[src/rtl/mbscore_fetch.sv]
// MBScore fetch stage: PC/IR ownership, req/ack instruction-memory access, jr/jump/branch redirects.
// Optional WAIT watchdog enabled by defining MBSCORE_FETCH_TIMEOUT_EN.
module mbscore_fetch #(
    parameter logic [31:0] RESET_PC       = 32'h0000_0000,
    parameter int          TIMEOUT_CYCLES = 256
) (
    input  logic        clk,
    input  logic        rst,
    input  logic        fetch,
    input  logic        halt,
    input  logic        jr_en,
    input  logic [31:0] rs_data,
    input  logic        jump_en,
    input  logic [25:0] jump_addr,
    input  logic        branch_en,
    input  logic [15:0] imm,
    output logic        imem_req,
    output logic [31:0] imem_addr,
    input  logic [31:0] imem_rdata,
    input  logic        imem_ack,
    output logic [31:0] inst,
    output logic        inst_valid,
    output logic [31:0] pc,
    output logic [31:0] pc_plus4,
    output logic        busy,
    output logic        halted,
    output logic        fetch_err
);
    typedef enum logic [1:0] {IDLE, WAIT, HALTED} state_t;

    state_t      state;
    logic        redir;
    logic [31:0] redir_tgt;
    logic [31:0] eff_pc;
    logic        pend_tgt_v;
    logic [31:0] pend_tgt;
    logic        pend_halt;

    assign pc_plus4 = pc + 32'd4;
    assign busy     = (state == WAIT);
    assign halted   = (state == HALTED);

    always_comb begin
        redir = jr_en | jump_en | branch_en;
        if (jr_en)        redir_tgt = rs_data;
        else if (jump_en) redir_tgt = {pc_plus4[31:28], jump_addr, 2'b00};
        else              redir_tgt = pc_plus4 + {{14{imm[15]}}, imm, 2'b00};
        redir_tgt[1:0] = 2'b00;
        eff_pc = redir ? redir_tgt : pc;
    end

`ifdef MBSCORE_FETCH_TIMEOUT_EN
    localparam int CW = ($clog2(TIMEOUT_CYCLES) < 8) ? 8 : $clog2(TIMEOUT_CYCLES);
    logic [CW-1:0] to_cnt;
`else
    // No watchdog: the error flag can never set.
    assign fetch_err = 1'b0 & (TIMEOUT_CYCLES != 0);
`endif

    always_ff @(posedge clk or negedge rst) begin
        if (!rst) begin
            state      <= IDLE;
            pc         <= RESET_PC;
            imem_addr  <= RESET_PC;
            imem_req   <= 1'b0;
            inst       <= 32'h0;
            inst_valid <= 1'b0;
            pend_tgt_v <= 1'b0;
            pend_tgt   <= 32'h0;
            pend_halt  <= 1'b0;
`ifdef MBSCORE_FETCH_TIMEOUT_EN
            to_cnt     <= '0;
            fetch_err  <= 1'b0;
`endif
        end else begin
            inst_valid <= 1'b0;
            case (state)
                IDLE: begin
                    if (halt) begin
                        state <= HALTED;
                    end else if (fetch) begin
                        imem_req   <= 1'b1;
                        imem_addr  <= eff_pc;
                        pend_tgt_v <= 1'b0;
                        pend_halt  <= 1'b0;
                        state      <= WAIT;
`ifdef MBSCORE_FETCH_TIMEOUT_EN
                        to_cnt     <= '0;
`endif
                    end else if (redir) begin
                        pc <= redir_tgt;
                    end
                end
                WAIT: begin
                    if (imem_ack) begin
                        // Requests arriving with the ack count as the latest ones.
                        inst       <= imem_rdata;
                        inst_valid <= 1'b1;
                        imem_req   <= 1'b0;
                        pc         <= redir ? redir_tgt : (pend_tgt_v ? pend_tgt : imem_addr + 32'd4);
                        pend_tgt_v <= 1'b0;
                        pend_halt  <= 1'b0;
                        state      <= (halt || pend_halt) ? HALTED : IDLE;
                    end else begin
                        if (redir) begin
                            pend_tgt   <= redir_tgt;
                            pend_tgt_v <= 1'b1;
                        end
                        if (halt) pend_halt <= 1'b1;
`ifdef MBSCORE_FETCH_TIMEOUT_EN
                        if (to_cnt == CW'(TIMEOUT_CYCLES - 1)) begin
                            imem_req   <= 1'b0;
                            fetch_err  <= 1'b1;
                            pend_tgt_v <= 1'b0;
                            pend_halt  <= 1'b0;
                            state      <= HALTED;
                        end else begin
                            to_cnt <= to_cnt + 1'b1;
                        end
`endif
                    end
                end
                HALTED: begin
                    imem_req <= 1'b0;
                end
                default: state <= IDLE;
            endcase
        end
    end
endmodule

[config.mk]
export PLATFORM = sky130hd
export DESIGN_NAME = mbscore_fetch
export DESIGN_NICKNAME = d
export VERILOG_FILES = /design/src/rtl/mbscore_fetch.sv
export SDC_FILE = /design/constraint.sdc
export NUM_CORES = 1
export LEC_CHECK = 0
export ABC_AREA = 1
export CAP_MARGIN = 15
export CORE_ASPECT_RATIO = 0.8
export CORE_MARGIN = 2
export CORE_UTILIZATION = 45
export DETAILED_ROUTE_END_ITERATION = 10
export DONT_BUFFER_PORTS = 1
export PLACE_DENSITY = 0.62
export SLEW_MARGIN = 20
export SYNTH_ARGS = -nofsm -noshare
export SYNTH_HDL_FRONTEND = slang
export SYNTH_SLANG_ARGS = --single-unit
[constraint.sdc]
create_clock -name clk -period 2.9 [get_ports clk]
set_input_delay 0.435 -clock clk [delete_from_list [all_inputs] [get_ports clk]]
set_output_delay 0.435 -clock clk [all_outputs]
set_load 0.005 [all_outputs]
### Word level (Yosys, flattened, before mapping)

Index checks and enable logic that the tools add are counted.

| storage, ports and cells | value |
|---|---|
| register bits after elaboration | 132 |
| output and inout bits | 133 |
| logic and storage cells | 66 |

| cells by class | value |
|---|---|
| $add $sub $neg | 3 |
| eq/ne operators | 9 |
| mux-type cells | 28 |
| bitwise logic cells | 5 |
| reductions and logical operators | 12 |

Operators with widths:

| operator | number |
|---|---|
| $mux 32 | 8 |
| $add 32x3->32 const B | 2 |
| $pmux 32 s2 | 1 |
| $add 32x32->32 | 1 |
| $reduce_and 4->1 | 4 |
| $mux 1 | 11 |
| $reduce_and 3->1 | 3 |
| $mux 2 | 4 |
| $ne 2x2->1 const B | 4 |
| $ne 3x3->1 const B | 2 |
| $pmux 2 s3 | 1 |
| $pmux 1 s2 | 2 |
| $ne 3x2->1 const B | 1 |
| $not 1->1 | 3 |
| $pmux 1 s3 | 1 |
| $reduce_bool 3->1 | 1 |
| $eq 2x1->1 const B | 1 |
| $eq 2x2->1 const B | 1 |
| $logic_not 2->1 | 1 |
| $or 1x1->1 | 2 |
| $reduce_and 2->1 | 1 |
| $reduce_bool 2->1 | 1 |
| $logic_or 1x1->1 | 1 |

### Longest topological paths before layout

| depth | value |
|---|---|
| word-level depth | 8 |
| gate-level depth with buffers | 28 |

### Worst setup path after synthesis

Ideal clock, no wire load.

| path | value |
|---|---|
| kind | register to register |
| from | reg pc[3] |
| to | reg pc[31] |
| library setup time | 77 ps |
| arrival time | 3092 ps |
| path slack | -270 ps |
| stages on the path, launching flop included | 29 |
| buffers on the path | 0 |
| period minus slack after synthesis | 3170 ps |
| cell sequence | dfrtp_1 -> ha_1 -> nand2_2 -> nor2_4 -> nand2_4 -> nor2_4 -> inv_2 -> nor3_4 -> nand2_2 -> nor2_4 -> nand3_2 -> nor2_2 -> xor2_1 -> inv_1 -> ha_1 -> nand2_1 -> nor2_1 -> nand2_1 -> inv_1 -> nand2_1 -> nand2_1 -> inv_1 -> nand2_1 -> nand2_1 -> nand3_1 -> nand2_1 -> nand2_1 -> nand2_1 -> a21oi_1 |

| between the ends | value |
|---|---|
| cells in the longest elaborated chain, start to end | 8 |
| elaborated cells between the ends (all ways) | 10 |
| those cells by class | add/sub (2); mux (8) |

Ends and longest elaborated chain:

| what | line | text |
|---|---|---|
| start, declared | 23 | `output logic [31:0] pc,` |
| start signal, assigned | 91 | `pc <= redir_tgt;` |
| start signal, assigned | 100 | `pc <= redir ? redir_tgt : (pend_tgt_v ? pend_tgt : imem_addr + 32'd4);` |
| $add 32x3->32 (*) | 39 | `assign pc_plus4 = pc + 32'd4;` |
| named net pc_plus4[26] | 24 | `output logic [31:0] pc_plus4,` |
| $add 32x32->32 (*) | 47 | `else redir_tgt = pc_plus4 + {{14{imm[15]}}, imm, 2'b00};` |
| $mux 32 (*) | 46 | `else if (jump_en) redir_tgt = {pc_plus4[31:28], jump_addr, 2'b00};` |
| $mux 32 (*) | 45 | `if (jr_en) redir_tgt = rs_data;` |
| $mux 32 | 90 | `end else if (redir) begin` |
| $mux 32 | 81 | `end else if (fetch) begin` |
| $mux 32 | 79 | `if (halt) begin` |
| $pmux 32 s2 (*) | 77 | `case (state)` |

The timed path passes the listed nets; every way through them passes the cells marked *. The select of a mux whose other input is x is not followed.
A chain may end at the register's enable or synchronous reset.

### Worst setup path after layout

| path | value |
|---|---|
| from | reg pc[2] |
| to | reg pc[29] |

| between the ends | value |
|---|---|
| cells in the longest elaborated chain, start to end | 8 |
| elaborated cells between the ends (all ways) | 10 |
| those cells by class | add/sub (2); mux (8) |

Ends and longest elaborated chain:

| what | line |
|---|---|
| $add 32x3->32 (*) | 39 |
| $add 32x32->32 | 47 |
| $mux 32 (*) | 46 |
| $mux 32 (*) | 45 |
| $mux 32 | 90 |
| $mux 32 | 81 |
| $mux 32 | 79 |
| $pmux 32 s2 (*) | 77 |

Mark *: on every way between the ends. The rest lies on a longest branch, timed or not. The select of a mux whose other input is x is not followed.

==> key figures <==
Logic synthesis
  – Top FF cell, synth: dfrtp_1
  – Syn nets: 1777
  – Synth warn: 0
  – Mean Syn Cell Area: 6.355 µm²
  – Yosys reg bits: 132
  – Post-synth EDFFs: 0
  – Synth Instances: 1624
  – Distinct cells, synth: 44
  – Post-Syn Area: 10320 µm²
  – FFs w/ async S/R, synth: 100.0%
  – Sequential area share after synthesis: 32.00%

Setup path
  – Crit-path max cell delay: 0.40 ns
  – Critical path capture point type: flop
  – Crit path buffers/inverters: 4
  – Worst-path maximum fanout: 4
  – Crit path max-delay cell type: dfrtp_1
  – Reg-to-reg setup timing slack: -0.52 ns
  – Critical path class: reg -> reg
  – Crit path arrival time: 3.72 ns
  – CP Launch Point: pc[2]
  – Most used cell, CP: nand2_1
  – Critical Path RT: 3.21 ns
  – FF-to-FF Start: pc[2]
  – CP delay by family, top: simple AND/OR/NAND/NOR gates
  – Crit start category: flop

Clock tree
  – H-tree levels: 4
  – Num CTS Buffers: 17
  – Clock sinks: 132
  – CTS max path bufs: 2
  – Reg clk slew, reported paths: 0.07 ns
  – Worst-Skew Late Latency: 0.42 ns
  – CTS tree: built
  – Root Driver: clkbuf_16

Min path
  – Worst Hold Class: in -> async

Cells and area
  – Finished Cell Area: 14260 µm²
  – Most frequent cells in the layout: 456 x nand2_1, 242 x buf_4, 186 x inv_1, 138 x nor2_1, 132 x dfrtp_1
  – Commonest non-fill, non-tap cell in the layout: nand2_1
  – Layout cell share with drive strength beyond 1: 30.44%
  – Nets: 1997
  – Inserted Diodes: 0
  – Area grow syn2layout: 38.16%
  – Post-Route Utilization: 63.38%

GRT
  – Gr ovfl total: 0
  – Largest net degree at the start of global routing: 133
  – Antenna violations before repair: 0
  – First-pass GRT wire length: 60600 µm
  – GRT Total Usage: 31.89%
  – Vias in the first global route: 11120

Route
  – Final wirelength: 39560 µm
  – Vias per cell: 5.426
  – Drc violations: 0
  – First drt pass iteration count: 9
  – Routed len/inst: 18.30 µm
  – Antenna Violating Nets Remaining: 0
  – Total number of vias: 11730
  – Starting DRC count in detailed routing: 1036

Floorplanning
  – Starting Density: 45.87%
  – Die width: 173.3 µm
  – Die ar.: 24170 µm²
  – Die height: 139.5 µm
  – Area of the core: 22500 µm²
  – Core Rows: 49
  – Num ports: 247

Place
  – Hpwl dp: 29190 µm
  – Pre-CTS setup slack: -0.4573 ns
  – PortBufs: 0
  – Routability cong.: 0.9879
  – DP Area: 12270 µm²

Power and ir drop
  – Power per cell area: 1201 nW/µm²
  – Reported net switching power: 8.107 mW
  – P_int: 9.020 mW
  – Reg power frac: 21.2%
  – Leak: 7.333 nW
  – Switching share of power: 47.33%
  – Peak supply drop: 545.7 µV
  – Comb power frac: 64.7%
  – Clk network pwr share: 14.1%

Timing
  – Worst Tran Pin Value: 0.9476 ns
  – Final setup vio count: 68
  – Setup TNS: -17.94 ns
  – RSZ-0062 raised after global routing: true
  – Final WS setup: -0.5185 ns
  – Tcrit/Tclk final: 117.9%
  – Final Hold Viols: 132
  – Min Clock Period, post-route: 3.418 ns
  – Minimum hold slack: -0.3004 ns
  – Fmax: 0.2925 GHz
  – Max-Slew Margin vs Limit: 36.76%
  – Slew Limit Fails: 0
  – Clock Skews: 0.01311 ns

Outcome
  – Status: complete, but fails checks
  – Failing checks: hold timing, setup timing

Flow run
  – Max-capacitance violation count: 0
cell usage after synthesis, types with 12 or more instances:
cell type / number / area share (%)
nand2_1: 536 / 19
nor2_1: 161 / 5.9
a21oi_1: 123 / 6.0
a31oi_1: 12 / 0.73
a22oi_1: 12 / 0.87
inv_1: 206 / 7.5
nand3_1: 82 / 4.0
dfrtp_1: 132 / 32
clkbuf_1: 40 / 1.5
xor2_1: 33 / 2.8
o21ai_0: 114 / 5.5
nand4_1: 18 / 1.1
nor3_1: 19 / 0.92
ha_1: 38 / 4.6
power groups by stage:
stage	Clock (mW)	Combinational [mW]	Sequential (mW)
finish	2.42	11.1	3.64
global placement	0	8.98	3.63
floorplan	0	5.08	3.47
CTS	2.44	10.1	3.63
global route	2.52	12.1	3.74
detailed placement	0	9.08	3.66
layout make-up:
cell class                      instances  area (µm²)
Inverter                              214       808.3
Tap cell                              306       382.9
Timing Repair Buffer                  257        2003
Clock inverter                         14       225.2
Fill cell                            2094        8240
Multi-Input combinational cell       1222        7112
Sequential cell                       132        3303
Clock buffer                           17       425.4
state kept, by name, summed over array words and instances, names as in the netlist:
signal	count
inst	32
pend_tgt	30
imem_addr	32
imem_req	1
inst_valid	1
pend_halt	1
pend_tgt_v	1
state	2
pc	32
per-layer routing:
layer	share of wire, %	vias to the layer above	track usage, %
li1	-	5608	-
met1	42	5508	43.36
met2	46	531	51.14
met3	8.6	84	6.557
met4	3.0	0	10.08
met5	0	-	0
timing repair:
action	4_1_cts	5_1_grt
pin swaps	33	55
endpoints found under the hold margin	132	132
gates resized for setup	155	148
buffers inserted	20	12
gates cloned	0	0
setup endpoints to repair	71	85
worst paths after layout:
kind	depth (start not counted)	endpoint
min in group clk	2	inst[26]
hold / removal	0	pc[31]
hold reg to reg	2	pend_tgt[2]
setup / recovery	27	pc[29]
max in group asynchronous	0	imem_addr[11]
setup reg to reg	27	pc[29]
through the flow:
stage,total power [mW],instances
3_3_place_gp,12.61,2099
6_report,17.13,2162
5_1_grt,18.35,2162
4_1_cts,16.16,2150
2_1_floorplan,8.548,1624
3_5_place_dp,12.73,2099
cells by family (layout without fill, tap and decap cells):
group | count (synthesis) | in the layout | share of synthesized area [%]
adders and majority gates | 39 | 39 | 4.801
AOI/OAI and AO/OA | 277 | 277 | 14.33
and+or+nand+nor | 867 | 867 | 35.58
other | 1 | 1 | 0.03633
DFF | 132 | 132 | 32.00
xor gates and xnor gates | 38 | 38 | 3.225
buffers and inverters | 270 | 502 | 10.03
No activity file was read; power rests on OpenSTA's default activity.
